--- config.mk ---
export PLATFORM = sky130hd
export DESIGN_NAME = relu_maxpool_2x2
export DESIGN_NICKNAME = d
export VERILOG_FILES = /design/src/rtl/conv_pkg.sv /design/src/rtl/pool_row_buffer.sv /design/src/rtl/relu_maxpool_2x2.sv
export SDC_FILE = /design/constraint.sdc
export NUM_CORES = 1
export LEC_CHECK = 0
export ABC_AREA = 1
export ABC_CLOCK_PERIOD_IN_PS = 3820
export CAP_MARGIN = 20
export CORE_UTILIZATION = 56
export DETAILED_ROUTE_END_ITERATION = 16
export PLACE_DENSITY = 0.76
export SETUP_SLACK_MARGIN = 0.2
export SLEW_MARGIN = 25
export SYNTH_ARGS = -nofsm -noshare
export SYNTH_HDL_FRONTEND = slang
export SYNTH_SLANG_ARGS = --single-unit
--- constraint.sdc ---
create_clock -name clk -period 3.82 [get_ports clk]
set_input_delay 0.764 -clock clk [delete_from_list [all_inputs] [get_ports clk]]
set_output_delay 0.764 -clock clk [all_outputs]
set_load 0.005 [all_outputs]
--- src/rtl/conv_pkg.sv ---
// Shared types and helpers for the conv / pooling pipeline.
package conv_pkg;

  typedef logic signed [15:0] result_t;

  function automatic int fmap_w(input int image_size, input int kernel_size);
    return image_size - kernel_size + 1;
  endfunction

  function automatic result_t smax(input result_t a, input result_t b);
    return (a > b) ? a : b;
  endfunction

endpackage

--- src/rtl/pool_row_buffer.sv ---
// One pooled row of horizontal pair maxima: written on even fmap rows, read on odd rows.
module pool_row_buffer
  import conv_pkg::*;
#(
  parameter int DEPTH  = 16,
  parameter int ADDR_W = 4
) (
  input  logic              clk,
  input  logic              we,
  input  logic [ADDR_W-1:0] addr,
  input  logic [15:0]       wdata,
  output logic [15:0]       rdata
);

  // Contents are not reset; every even row rewrites each entry before the odd row reads it.
  result_t mem [DEPTH];

  always_ff @(posedge clk) begin
    if (we) mem[addr] <= result_t'(wdata);
  end

  assign rdata = mem[addr];

endmodule

--- src/rtl/relu_maxpool_2x2.sv ---
// Streaming 2x2/stride-2 max-pool with optional ReLU (enabled by defining RELU_EN).
// Interface: in_valid qualifies data_in (no backpressure); out_valid is a one-cycle pulse per pooled word.
module relu_maxpool_2x2
  import conv_pkg::*;
#(
  parameter int word_length        = 8,
  parameter int double_word_length = 16,
  parameter int kernel_size        = 5,
  parameter int image_size         = 36
) (
  input  logic        clk,
  input  logic        rst_n,
  input  logic        in_valid,
  input  logic [15:0] data_in,
  output logic        out_valid,
  output logic [15:0] data_out,
  output logic        frame_done
);

  localparam int FMAP_W = fmap_w(image_size, kernel_size);
  localparam int POOL_W = FMAP_W / 2;
  localparam int CW     = (FMAP_W > 2) ? $clog2(FMAP_W) : 2;
  localparam int AW     = CW - 1;

  // The datapath is fixed to the 16-bit result type; other widths leave an empty marker block.
  if ((double_word_length != $bits(result_t)) || (word_length > double_word_length)) begin : g_unsupported_width
  end

  logic [CW-1:0] col;
  logic [CW-1:0] row;
  result_t       hold;
  result_t       din_s;
  result_t       v;
  result_t       pair_max;
  result_t       win_max;
  logic [15:0]   rb_rdata;
  logic          rb_we;
  logic [AW-1:0] rb_addr;
  logic          col_last;
  logic          row_last;
  logic          win_last;

  assign din_s = result_t'(data_in);

`ifdef RELU_EN
  assign v = din_s[15] ? result_t'(0) : din_s;
`else
  assign v = din_s;
`endif

  assign pair_max = smax(hold, v);
  assign win_max  = smax(result_t'(rb_rdata), pair_max);

  assign col_last = (col == CW'(FMAP_W - 1));
  assign row_last = (row == CW'(FMAP_W - 1));
  assign win_last = (row == CW'(2 * POOL_W - 1)) && (col == CW'(2 * POOL_W - 1));

  assign rb_addr = col[CW-1:1];
  assign rb_we   = in_valid && col[0] && !row[0];

  pool_row_buffer #(
    .DEPTH  (POOL_W),
    .ADDR_W (AW)
  ) u_row_buffer (
    .clk   (clk),
    .we    (rb_we),
    .addr  (rb_addr),
    .wdata (pair_max),
    .rdata (rb_rdata)
  );

  always_ff @(posedge clk or negedge rst_n) begin
    if (!rst_n) begin
      col <= '0;
      row <= '0;
    end else if (in_valid) begin
      if (col_last) begin
        col <= '0;
        row <= row_last ? '0 : row + CW'(1);
      end else begin
        col <= col + CW'(1);
      end
    end
  end

  always_ff @(posedge clk or negedge rst_n) begin
    if (!rst_n) begin
      hold <= '0;
    end else if (in_valid && !col[0]) begin
      hold <= v;
    end
  end

  // With an odd FMAP_W the trailing even column/row never reach an odd-odd beat, so they drop out.
  always_ff @(posedge clk or negedge rst_n) begin
    if (!rst_n) begin
      out_valid  <= 1'b0;
      frame_done <= 1'b0;
      data_out   <= '0;
    end else begin
      out_valid  <= 1'b0;
      frame_done <= 1'b0;
      if (in_valid && col[0] && row[0]) begin
        data_out   <= win_max;
        out_valid  <= 1'b1;
        frame_done <= win_last;
      end
    end
  end

endmodule

==> results of run 1 <==
==> cell usage after synthesis (all sizes together) <==
| cell type | instances | area share |
|---|---|---|
| a21oi | 31 | 0.012 |
| o21ai | 38 | 0.014 |
| ha | 36 | 0.034 |
| buf | 29 | 0.011 |
| nor2 | 41 | 0.012 |
| nor3 | 17 | 0.0064 |
| edfxtp | 256 | 0.58 |
| nand2 | 521 | 0.15 |
| nand4 | 66 | 0.031 |
| a21o | 1 | 0.00057 |
| clkinv | 3 | 0.00085 |
| xor2 | 1 | 0.00066 |
| o22ai | 1 | 0.00047 |
| dfrtp | 44 | 0.083 |
| clkbuf | 23 | 0.0065 |
| o21bai | 1 | 0.00057 |
| inv | 95 | 0.027 |
| nand3 | 76 | 0.030 |
==> power by group <==
part           total (W)  internal, W  switching, W
logic            0.00698      0.00268       0.00430
clock network    0.00309      0.00183       0.00127
registers        0.00429      0.00410      0.000187
total             0.0144      0.00861       0.00575
==> how the worst max path moves through the flow <==
stage / from / endpoint / slack (ns)
2_1_floorplan: data_in[11] / data_out[10]$_DFFE_PN0P_ / 0.18
5_1_grt: data_in[10] / data_out[15]$_DFFE_PN0P_ / 0.02
6_report: hold[7]$_DFFE_PN0P_ / data_out[15]$_DFFE_PN0P_ / 0.17
3_3_place_gp: data_in[11] / data_out[12]$_DFFE_PN0P_ / -0.49
3_5_place_dp: data_in[11] / data_out[12]$_DFFE_PN0P_ / -0.62
4_1_cts: data_in[5] / data_out[1]$_DFFE_PN0P_ / 0.28
==> cells by family after synthesis <==
| kind of cell | count (synthesis) | synth area share |
|---|---|---|
| and+or+nand+nor | 721 | 0.227 |
| AOI/OAI and AO/OA | 72 | 0.0277 |
| adders and majority gates | 36 | 0.0341 |
| buffers and inverters | 150 | 0.0453 |
| DFF | 300 | 0.665 |
| xor gates and xnor gates | 1 | 0.000663 |
==> state kept, by name (all words and copies together), names as in the netlist <==
| signal | count |
|---|---|
| u_row_buffer.mem | 256 |
| data_out | 16 |
| hold | 16 |
| col | 5 |
| row | 5 |
| frame_done | 1 |
| out_valid | 1 |
==> worst register-to-register path: stages (launching register included) <==
cell and delay (ns):
dfrtp_1 0.43, ha_4 0.28, nand2_4 0.08, inv_2 0.06, a21oi_4 0.20, nand3_4 0.11
nand2_4 0.10, nand2_4 0.07, nand2_8 0.11, buf_12 0.11, buf_16 0.11, nand4_1 0.15
nand2_2 0.13, inv_1 0.05, ha_1 0.29, nand2_2 0.06, buf_4 0.15, nor3_4 0.27
nand2_4 0.10, nand3_4 0.18, buf_6 0.13, nand3_4 0.17, nand3_2 0.14, nand2_1 0.08
nand2_1 0.08
==> final cells by class <==
class,instances,area share
Sequential cell,300,0.525
Tap cell,313,0.0234
Clock buffer,33,0.0468
Inverter,98,0.0244
Timing Repair Buffer,166,0.0897
Multi-Input combinational cell,832,0.275
Clock inverter,25,0.0160
==> layout by cell type, fill, tap and decap left out, types with 3 or more instances in the layout <==
cell type	count
clkbuf_2	7
clkbuf_16	31
o21ai_0	36
nand4_1	66
bufinv_16	5
nor2_1	31
inv_1	71
nand2_2	20
nand2_4	12
buf_12	11
a21oi_1	24
ha_1	13
a21oi_2	6
inv_4	7
ha_4	22
nand3_4	9
nor3_2	13
nor2_2	6
dlygate4sd2_1	5
nand3_1	59
edfxtp_1	256
clkinvlp_4	3
dfrtp_1	42
nand2_1	487
buf_6	8
nor3_1	3
inv_2	14
clkdlybuf4s50_1	19
clkinv_2	5
nor2_4	4
clkdlybuf4s15_1	3
nand3_2	10
clkinv_1	10
buf_4	110
==> per-layer routing <==
| metal | wire length [microns] | part of all wire |
|---|---|---|
| met1 | 13900 | 0.39 |
| met2 | 18000 | 0.50 |
| met3 | 2760 | 0.077 |
| met4 | 1260 | 0.035 |
| met5 | 0 | 0 |
==> metrics by stage <==
stage                     area (sq um)  hold slack (ns)  std cells
after floorplan                  13600            0.455       1280
after global placement           15000            0.469       1680
after detailed placement         15000            0.473       1680
after CTS                        16400            0.221       1754
after global routing             16700            0.254       1767
final                            16700            0.209       1767
==> what timing repair did <==
| item | 4_1_cts | 5_1_grt |
|---|---|---|
| setup endpoints to repair | 16 | 16 |
| setup buffers | 12 | 13 |
| resized for setup | 44 | 76 |
| cloned | 4 | 0 |
| pin swaps | 24 | 52 |
==> results.txt, run 1 <==
----------------------------------------------------
[Placed design]
  Total half-perimeter wirelength after legalization and detailed placement ... between 20 and 25 mm
  Worst setup timing slack at the placement stage ... -0.620 ns
  Count of buffers from port buffering ... 36
  Global placement routability congestion ... roughly 0.87

[Clock tree]
  Number of clock buffers inserted by TritonCTS ... 31
  Total clock sinks ... 300
  H-tree depth ... 1
  Clk pin slew, worst setup/hold paths ... 0.06 ns
  Maximum count of clock buffers along a single path ... 3
  Master cell of the clock root buffer ... clkbuf_16
  CTS tree ... done
  Number of buffers added to fix hold violations after cts ... 0
  Later-pin clock latency in the skew report ... 0.57 ns

[Logic synthesis]
  Netlist Area Pre-Place ... roughly 13000 sq um
  Sequential fraction of the synthesis area ... 0.665
  Synthesized area per cell ... 10.3 sq um
  Post-Synthesis Net Count ... 1335
  Post-synthesis cell count ... approximately 1.3k
  Number of synthesized register bits ... 300
  Synthesis Warnings ... 0
  Post-synth cell types ... 24

[Worst setup path]
  Critical path's top delay family ... simple AND/OR/NAND/NOR gates
  Critical path depth ... 24
  CP cell instances ... ha_4, nand2_4, inv_2, a21oi_4, nand3_4, nand2_4, nand2_4, nand2_8, buf_12, buf_16, nand4_1, nand2_2, inv_1, ha_1, nand2_2, buf_4, nor3_4, nand2_4, nand3_4, buf_6, nand3_4, nand3_2, nand2_1, nand2_1
  Type of element capturing the critical path ... flip-flop
  Worst endpoint required time ... roughly 4.3 ns
  Critical register-to-register path endpoint ... data_out[15]$_DFFE_PN0P_
  Max FO, Critical Path ... 8
  Worst Reg2Reg Path Length in Cells ... 24
  Most used cell, CP ... nand2_4
  Worst Setup Path Type ... reg2reg
  Buffering stage count on the worst path with inverters included ... 6
  Delay contributed by the slowest stage of the critical path ... between 0.4 and 0.5 ns
  Category of the worst setup path launch point ... flip-flop
  Worst reg2reg setup slack ... 0.17 ns
  Worst reg2reg startpoint ... hold[7]$_DFFE_PN0P_
  Standard cell with the maximum stage delay on the critical path ... dfrtp_1
  Data arrival time of the critical path ... 4.16 ns

[Final layout]
  Layout cell share with drive strength beyond 1 ... 0.221
  Diodes inserted ... 0
  Area grow syn2layout ... 26.7%
  Area of the multi-input gates ... 4600 sq um
  Fill count ... 1479
  Number of nets in the final layout ... roughly 1.5k
  Final Util ... 0.731
  Sequential cell area in the final layout ... 8790 sq um

[Drt]
  Routed len/inst ... 20.3 microns
  Starting DRC count in detailed routing ... roughly 1.1k
  Antenna Nets Post-Route ... 0
  Avg Vias per Cell ... 5.76
  Detailed-router iteration count before antenna repair ... 5
  Count of unresolved DRC violations after routing ... 0
  Total routed wirelength ... about 36 mm
  Via count ... roughly 10k

[Die]
  Initial Util ... 0.577
  DIE AREA ... 24200 sq um
  Total I/O pin count ... 37
  Core Footprint ... about 23000 sq um
  Number of rows in the core area ... 55
  Vertical die dimension ... about 160 microns
  Die Width ... approximately 160 microns

[GRT]
  Layer carrying the most global-route usage ... met2
  Global-route wire length before repair ... roughly 54 mm
  Global routing met3 resource utilization ... 0.0353
  Largest net degree at the start of global routing ... 45
  Overflow left after global routing ... 0
  Vias in the first global route ... 10.0k
  Initial antenna violation count ... 0
  Global router's overall resource usage ... 0.298
  GR met1 Demand/Resource ... 0.391
  Routing usage on met2 ... 0.512

[Timing]
  Timing-limited maximum frequency ... about 270 MHz
  Final worst path period need ... 3.65 ns
  Final period utilization ... 0.957
  Worst Slack Setup Final ... 0.166 ns
  Final total negative setup slack ... 0 ns
  Unrepaired setup endpoints after global routing ... true
  Final setup vio count ... 0
  Final clock skew ... between 0.02 and 0.025 ns
  Relative slew slack ... 0.592
  Pin slew with the least headroom to its limit ... roughly 0.6 ns
  Number of hold violations in the final report ... 0
  Final Max Tran Viols ... 0

[Run]
  Max_cap viols ... 0

[Power and ir drop]
  Pleak ... a little under 7 nW
  Design Power ... between 0.01 and 0.015 W
  Max VDD drop ... 0.605 mV
  Power density over the cells ... roughly 860 nW/um^2

[Outcome]
  Result of the run ... finished clean

[Min path]
  Path type of the worst min-delay path ... in2async

----------------------------------------------------
(Power assumes the default switching activity.)
==> inputs of run 2 (changes only) <==
--- a/config.mk
+++ b/config.mk
@@ -10,7 +10,7 @@
 export CAP_MARGIN = 20
 export CORE_UTILIZATION = 56
 export DETAILED_ROUTE_END_ITERATION = 16
-export PLACE_DENSITY = 0.76
+export PLACE_DENSITY = 0.8
 export SETUP_SLACK_MARGIN = 0.2
 export SLEW_MARGIN = 25
 export SYNTH_ARGS = -nofsm -noshare
==> run 2 against run 1 <==
Compared with the run above:
- die area unchanged
- global-route usage shrank 1.2 points
- design area shrank 2.1%
- combinational power down 6.2%
- clock power shrank 12%
- final cell count is 0.34% lower
- non-clock buffer count down 2
- total power is 5.5% lower
- flip-flop and latch count did not move
- sequential power is essentially flat
- first-iteration DRC count down 4.6%
- critical endpoint is now data_out[11]$_DFFE_PN0P_
==> results.txt, run 2 (synthesis gave the netlist of run 1 again) <==
----------------------------------------------------
[Outcome]
  Result of the run ... finished clean

[Worst setup path]
  Worst reg2reg setup slack ... 0.18 ns (about the same)
  Critical register-to-register path endpoint ... data_out[11]$_DFFE_PN0P_
  Delay contributed by the slowest stage of the critical path ... 0.29 ns (-0.14 ns)
  Data arrival time of the critical path ... 4.16 ns (about the same)
  Worst Reg2Reg Path Length in Cells ... 23 (-4.2%)
  Max FO, Critical Path ... 7 (-1)
  Critical path's top delay family ... simple AND/OR/NAND/NOR gates
  Category of the worst setup path launch point ... input port
  Worst reg2reg startpoint ... hold[13]$_DFFE_PN0P_
  Buffering stage count on the worst path with inverters included ... 9 (+3)
  Standard cell with the maximum stage delay on the critical path ... ha_1
  Type of element capturing the critical path ... flip-flop
  Worst Setup Path Type ... in2reg
  Worst endpoint required time ... 4.31 ns (about the same)

[Die]
  Total I/O pin count ... 37 (unchanged)
  Initial Util ... 0.577 (unchanged)
  Number of rows in the core area ... 55 (unchanged)
  Core Footprint ... 22900 sq um (unchanged)
  Vertical die dimension ... 156 microns (unchanged)
  DIE AREA ... 24200 sq um (unchanged)
  Die Width ... 156 microns (unchanged)

[Placed design]
  Total half-perimeter wirelength after legalization and detailed placement ... 20.6 mm (about the same)
  Dpl cell area ... 15000 sq um (about the same)
  Global placement routability congestion ... 0.867 (-0.81%)
  Count of buffers from port buffering ... 36 (unchanged)

[Clock tree]
  Number of clock buffers inserted by TritonCTS ... 30 (-3.2%)
  CTS tree ... done
  Maximum count of clock buffers along a single path ... 3 (unchanged)
  Master cell of the clock root buffer ... clkbuf_16
  Clk pin slew, worst setup/hold paths ... 0.06 ns (about the same)
  Later-pin clock latency in the skew report ... 0.55 ns (-0.02 ns)
  H-tree depth ... 1 (unchanged)
  Total clock sinks ... 300 (unchanged)

[Drt]
  Via count ... 10.1k (-0.69%)
  Total routed wirelength ... 35.0 mm (-2.6%)
  Antenna Nets Post-Route ... 0 (unchanged)
  Starting DRC count in detailed routing ... 1089 (-4.6%)
  Detailed-router iteration count before antenna repair ... 7 (+2)
  Count of unresolved DRC violations after routing ... 0 (unchanged)
  Routed len/inst ... 19.9 microns (-2.3%)
  Avg Vias per Cell ... 5.74 (-0.35%)

[Timing]
  Unrepaired setup endpoints after global routing ... true
  Final worst path period need ... 3.67 ns (+0.0134 ns)
  Final period utilization ... 0.960 (+0.00350)
  Timing-limited maximum frequency ... 273 MHz (-0.36%)
  Final Max Tran Viols ... 0 (unchanged)
  Minimum hold slack ... 0.216 ns (+0.00688 ns)
  Pin slew with the least headroom to its limit ... 1.00 ns (+0.394 ns)
  Number of hold violations in the final report ... 0 (unchanged)
  Final clock skew ... 0.0148 ns (-0.00830 ns)
  Relative slew slack ... 0.330 (-0.262)
  Final setup vio count ... 0 (unchanged)

[Power and ir drop]
  Reported net switching power ... 0.00546 W (-5.0%)
  Max VDD drop ... 0.588 mV (-2.9%)
  Design Power ... 0.0136 W (-5.5%)
  Power density over the cells ... 828 nW/um^2 (-3.4%)
  Pleak ... 6.82 nW (-1.6%)
  Share of total power in combinational logic ... 0.483 (-0.003)
  Clock Power Share ... 0.201 (-0.014)
  Switching part of the total power ... 0.403 (+0.00204)
  Power share of the sequential group ... 0.316 (+0.017)
  Internal Dissipation ... 0.00811 W (-5.8%)

[GRT]
  Overflow left after global routing ... 0 (unchanged)
  Global router's overall resource usage ... 0.286 (-0.0121)
  Initial antenna violation count ... 0 (unchanged)
  Vias in the first global route ... 9670 (-3.3%)
  Largest net degree at the start of global routing ... 45 (unchanged)
  Global-route wire length before repair ... 52.2 mm (-3.6%)

[Final layout]
  Reg with most FFs ... u_row_buffer.mem
  Diodes inserted ... 0 (unchanged)
  Number of nets in the final layout ... 1481 (-0.20%)
  Area grow syn2layout ... 24.0%
  Layout cell share with drive strength beyond 1 ... 0.199 (-0.0219)
  Most common library cell in the layout ignoring fill and taps ... nand2_1
  Top flop regs ... u_row_buffer.mem x256, data_out x16, hold x16
  Fill count ... 1498 (+1.3%)
  Most frequent cells in the layout ... nand2_1 (486), edfxtp_1 (256), buf_4 (109), inv_1 (75), nand3_1 (67)
  Final Util ... 0.715 (-0.0155)
  Number of flip-flops under the largest register name ... 256 (unchanged)
  Design area ... 16400 sq um (-2.1%)

[Min path]
  Path type of the worst min-delay path ... in2async

[Run]
  Max_cap viols ... 0 (unchanged)

----------------------------------------------------
run 2: cell types whose count changed in the layout (fill, tap and decap cells not counted), sizes merged:
cell           change
bufinv             -4
clkinv             -5
dlygate4sd2        +2
clkinvlp           -2
inv                -2
clkbuf             +8
dlymetal6s2s       +1
clkdlybuf4s15      -1
buf                -3
run 2: layer usage:
| layer | GRT usage | share of wire | wire (microns) |
|---|---|---|---|
| met5 | 0 | 0 | 0 |
| met4 | 0.0985 | 0.035 | 1230 |
| met3 | 0.0378 | 0.093 | 3260 |
| met2 | 0.473 | 0.48 | 16700 |
| met1 | 0.391 | 0.39 | 13800 |
run 2: repair_timing:
action                     4_1_cts  5_1_grt
setup endpoints to repair       16       16
hold buffers                     0        0
resized for setup               39       53
buffers inserted                 7       11
cloned                           3        2
pin swaps                       19       41
run 2: power groups by stage:
stage / clock, W / combinational [W] / sequential (W)
after floorplan: 0 / 0.00350 / 0.00429
after global placement: 0 / 0.00521 / 0.00434
after detailed placement: 0 / 0.00543 / 0.00434
after CTS: 0.00274 / 0.00584 / 0.00428
after global routing: 0.00286 / 0.00713 / 0.00430
final: 0.00273 / 0.00655 / 0.00429
run 2: worst register-to-register path: stages, from the launching register on:
cell	delay, ns
dfrtp_2	0.45
ha_4	0.30
nand4_1	0.18
a21oi_2	0.18
nor2_2	0.06
buf_4	0.14
nand3_4	0.13
buf_12	0.14
buf_4	0.12
nand4_1	0.15
nand2_2	0.13
inv_1	0.05
ha_1	0.29
nand2_2	0.14
nor2_1	0.09
a21oi_2	0.21
buf_4	0.16
nand3_4	0.13
buf_6	0.18
nand4_1	0.07
nand2_1	0.07
inv_1	0.07
nand2_1	0.07
nand2_1	0.08
run 2: cell type report:
class	count	area, sq um	share of cell area
clock buffer	42	817	0.0498
multi-input combinational	832	4480	0.273
timing repair buffer	164	1430	0.0869
sequential	300	8790	0.536
tap	313	392	0.0239
clock inverter	12	88.8	0.00542
inverter	98	403	0.0246
run 2: worst max-delay path by stage:
| stage | from | end | slack [ns] | depth (start not counted) |
|---|---|---|---|---|
| detailed placement | data_in[5] | data_out[7]$_DFFE_PN0P_ | -0.69 | 27 |
| global placement | data_in[5] | data_out[1]$_DFFE_PN0P_ | -0.50 | 27 |
| finish | data_in[14] | data_out[11]$_DFFE_PN0P_ | 0.15 | 25 |
| CTS | data_in[1] | data_out[15]$_DFFE_PN0P_ | 0.23 | 27 |
| floorplan | data_in[11] | data_out[10]$_DFFE_PN0P_ | 0.18 | 25 |
| global route | data_in[6] | data_out[9]$_DFFE_PN0P_ | 0.07 | 27 |
run 2: per-stage QoR:
stage	setup TNS [ns]	worst slack (ns)	instances
final	0	0.153	1761
after global routing	0	0.0652	1761
after CTS	0	0.229	1748
after detailed placement	-10.75	-0.686	1684
after global placement	-7.79	-0.495	1684
after floorplan	0	0.180	1280
==> inputs of run 3 (changes only) <==
--- a/config.mk
+++ b/config.mk
@@ -7,12 +7,10 @@
 export LEC_CHECK = 0
 export ABC_AREA = 1
 export ABC_CLOCK_PERIOD_IN_PS = 3820
-export CAP_MARGIN = 20
 export CORE_UTILIZATION = 56
 export DETAILED_ROUTE_END_ITERATION = 16
 export PLACE_DENSITY = 0.8
 export SETUP_SLACK_MARGIN = 0.2
-export SLEW_MARGIN = 25
 export SYNTH_ARGS = -nofsm -noshare
 export SYNTH_HDL_FRONTEND = slang
 export SYNTH_SLANG_ARGS = --single-unit
==> run 3 against run 2 <==
Compared with the run above:
- wire length hardly changed
- flip-flop and latch count is the same
- sequential share of layout area about the same
- sequential power is essentially flat
- clock skew is essentially flat
- largest power group unchanged
==> results.txt, run 3 (synthesis gave the netlist of run 1 again) <==
----------------------------------------------------
[Final layout]
  Reg with most FFs ... u_row_buffer.mem
  Number of flip-flops under the largest register name ... 256 (unchanged)
  Fill count ... 1499 (+0.067%)
  Layout cell share with drive strength beyond 1 ... 0.199 (unchanged)
  Diodes inserted ... 0 (unchanged)
  Final Util ... 0.715 (about the same)
  Top flop regs ... u_row_buffer.mem x256, data_out x16, hold x16
  Most common library cell in the layout ignoring fill and taps ... nand2_1
  Number of nets in the final layout ... 1481 (unchanged)
  Most frequent cells in the layout ... nand2_1 (486), edfxtp_1 (256), buf_4 (108), inv_1 (75), nand3_1 (67)
  Area grow syn2layout ... 24.0% (about the same)

[Worst setup path]
  Worst setup path startpoint ... data_in[14]
  Worst Reg2Reg Path Length in Cells ... 23 (unchanged)
  Type of element capturing the critical path ... flip-flop
  End of the critical path ... data_out[11]$_DFFE_PN0P_
  Critical register-to-register path endpoint ... data_out[11]$_DFFE_PN0P_
  Worst endpoint required time ... 4.31 ns (about the same)
  Category of the worst setup path launch point ... input port
  Data arrival time of the critical path ... 4.16 ns (about the same)
  Worst reg2reg setup slack ... 0.18 ns (about the same)
  Max FO, Critical Path ... 7 (unchanged)
  Worst reg2reg startpoint ... hold[13]$_DFFE_PN0P_
  Worst Setup Path Type ... in2reg

[Drt]
  Detailed-router iteration count before antenna repair ... 7 (unchanged)
  Routed len/inst ... 19.9 microns (about the same)
  Total routed wirelength ... 35.0 mm (about the same)
  Count of unresolved DRC violations after routing ... 0 (unchanged)
  Starting DRC count in detailed routing ... 1089 (unchanged)
  Via count ... 10.1k (-0.059%)
  Avg Vias per Cell ... 5.74 (about the same)
  Antenna Nets Post-Route ... 0 (unchanged)

[Die]
  DIE AREA ... 24200 sq um (unchanged)
  Number of rows in the core area ... 55 (unchanged)
  Core Footprint ... 22900 sq um (unchanged)
  Vertical die dimension ... 156 microns (unchanged)
  Initial Util ... 0.577 (unchanged)
  Die Width ... 156 microns (unchanged)
  Total I/O pin count ... 37 (unchanged)

[GRT]
  Vias in the first global route ... 9670 (unchanged)
  Global router's overall resource usage ... 0.286 (unchanged)
  Overflow left after global routing ... 0 (unchanged)
  Initial antenna violation count ... 0 (unchanged)
  Largest net degree at the start of global routing ... 45 (unchanged)
  Global-route wire length before repair ... 52.2 mm (unchanged)

[Timing]
  Final total negative setup slack ... 0 ns (unchanged)
  Pin slew with the least headroom to its limit ... 1.05 ns (+0.0479 ns)
  Unrepaired setup endpoints after global routing ... true
  Final setup vio count ... 0 (unchanged)
  Final clock skew ... 0.0148 ns (+0.0000506 ns)
  Worst Slack Setup Final ... 0.152 ns (-0.000100 ns)
  Number of hold violations in the final report ... 0 (unchanged)
  Relative slew slack ... 0.300 (-0.0303)
  Timing-limited maximum frequency ... 273 MHz (about the same)
  Minimum hold slack ... 0.399 ns (+0.183 ns)
  Final period utilization ... 0.960 (about the same)
  Final Max Tran Viols ... 0 (unchanged)
  Final worst path period need ... 3.67 ns (+0.000100 ns)

[Clock tree]
  Maximum count of clock buffers along a single path ... 3 (unchanged)
  CTS tree ... done
  Clk pin slew, worst setup/hold paths ... 0.06 ns (about the same)
  Later-pin clock latency in the skew report ... 0.55 ns (about the same)
  Total clock sinks ... 300 (unchanged)
  Number of clock buffers inserted by TritonCTS ... 30 (unchanged)
  Master cell of the clock root buffer ... clkbuf_16
  H-tree depth ... 1 (unchanged)
  Number of buffers added to fix hold violations after cts ... 0 (unchanged)

[Power and ir drop]
  Pleak ... 6.82 nW (about the same)
  Power density over the cells ... 828 nW/um^2 (about the same)
  Max VDD drop ... 0.588 mV (unchanged)

[Placed design]
  Total half-perimeter wirelength after legalization and detailed placement ... 20.6 mm (unchanged)
  Global placement routability congestion ... 0.867 (unchanged)
  Count of buffers from port buffering ... 36 (unchanged)
  Worst setup timing slack at the placement stage ... -0.686 ns (unchanged)

[Min path]
  Path type of the worst min-delay path ... in2async

[Outcome]
  Result of the run ... finished clean

[Run]
  Max_cap viols ... 0 (unchanged)

----------------------------------------------------
run 3: cell counts in the layout (fill, tap and decap cells not counted):
Identical to the previous run, type by type.
run 3: repair_timing:
| item | 4_1_cts | 5_1_grt |
|---|---|---|
| pin swaps | 19 | 41 |
| setup endpoints to repair | 16 | 16 |
| resized for setup | 39 | 53 |
| gates cloned | 3 | 2 |
| setup buffers | 7 | 11 |
run 3: power by group:
group	leakage, nW	switching (W)	internal (W)
logic	3.52	0.00410	0.00245
registers	2.86	0.000190	0.00410
clock network	0.435	0.00118	0.00155
total	6.82	0.00546	0.00811
run 3: critical path: stages:
cell and delay (ns):
dlygate4sd2_1 0.24, inv_2 0.06, ha_4 0.26, nand4_1 0.18
a21oi_2 0.18, nor2_2 0.06, buf_4 0.14, nand3_4 0.13
buf_12 0.14, buf_4 0.11, nand4_1 0.15, nand2_2 0.13
inv_1 0.05, ha_1 0.29, nand2_2 0.14, nor2_1 0.09
a21oi_2 0.21, buf_4 0.16, nand3_4 0.13, buf_6 0.18
nand4_1 0.07, nand2_1 0.07, inv_1 0.07, nand2_1 0.07
nand2_1 0.07
run 3: how the worst min path moves through the flow:
stage	startpoint	end	depth (start not counted)
after floorplan	row[4]$_DFFE_PN0P_	row[4]$_DFFE_PN0P_	2
after global placement	row[4]$_DFFE_PN0P_	row[4]$_DFFE_PN0P_	2
after detailed placement	data_out[8]$_DFFE_PN0P_	data_out[8]$_DFFE_PN0P_	2
after CTS	rst_n	row[4]$_DFFE_PN0P_	1
after global routing	rst_n	hold[2]$_DFFE_PN0P_	1
final	rst_n	hold[1]$_DFFE_PN0P_	1
run 3: final cells by class:
type	instances	area, sq um	area share
Timing Repair Buffer	164	1420	0.0868
Multi-Input combinational cell	832	4480	0.273
Clock inverter	12	88.8	0.00542
Inverter	98	403	0.0246
Tap cell	313	392	0.0239
Clock buffer	42	817	0.0498
Sequential cell	300	8790	0.536
run 3: stage by stage:
step	cells	power (W)	area, sq um
after global placement	1684	0.00955	15000
after detailed placement	1684	0.00977	15000
after CTS	1748	0.0129	16100
after global routing	1761	0.0143	16400
final	1761	0.0136	16400
after floorplan	1280	0.00778	13600
run 3: layer usage:
metal / vias up / GRT usage / part of all wire
met1: 4804 / 0.391 / 0.39
met4: 0 / 0.0985 / 0.035
li1: 4616 / - / -
met5: - / 0 / 0
met2: 572 / 0.473 / 0.48
met3: 116 / 0.0378 / 0.094
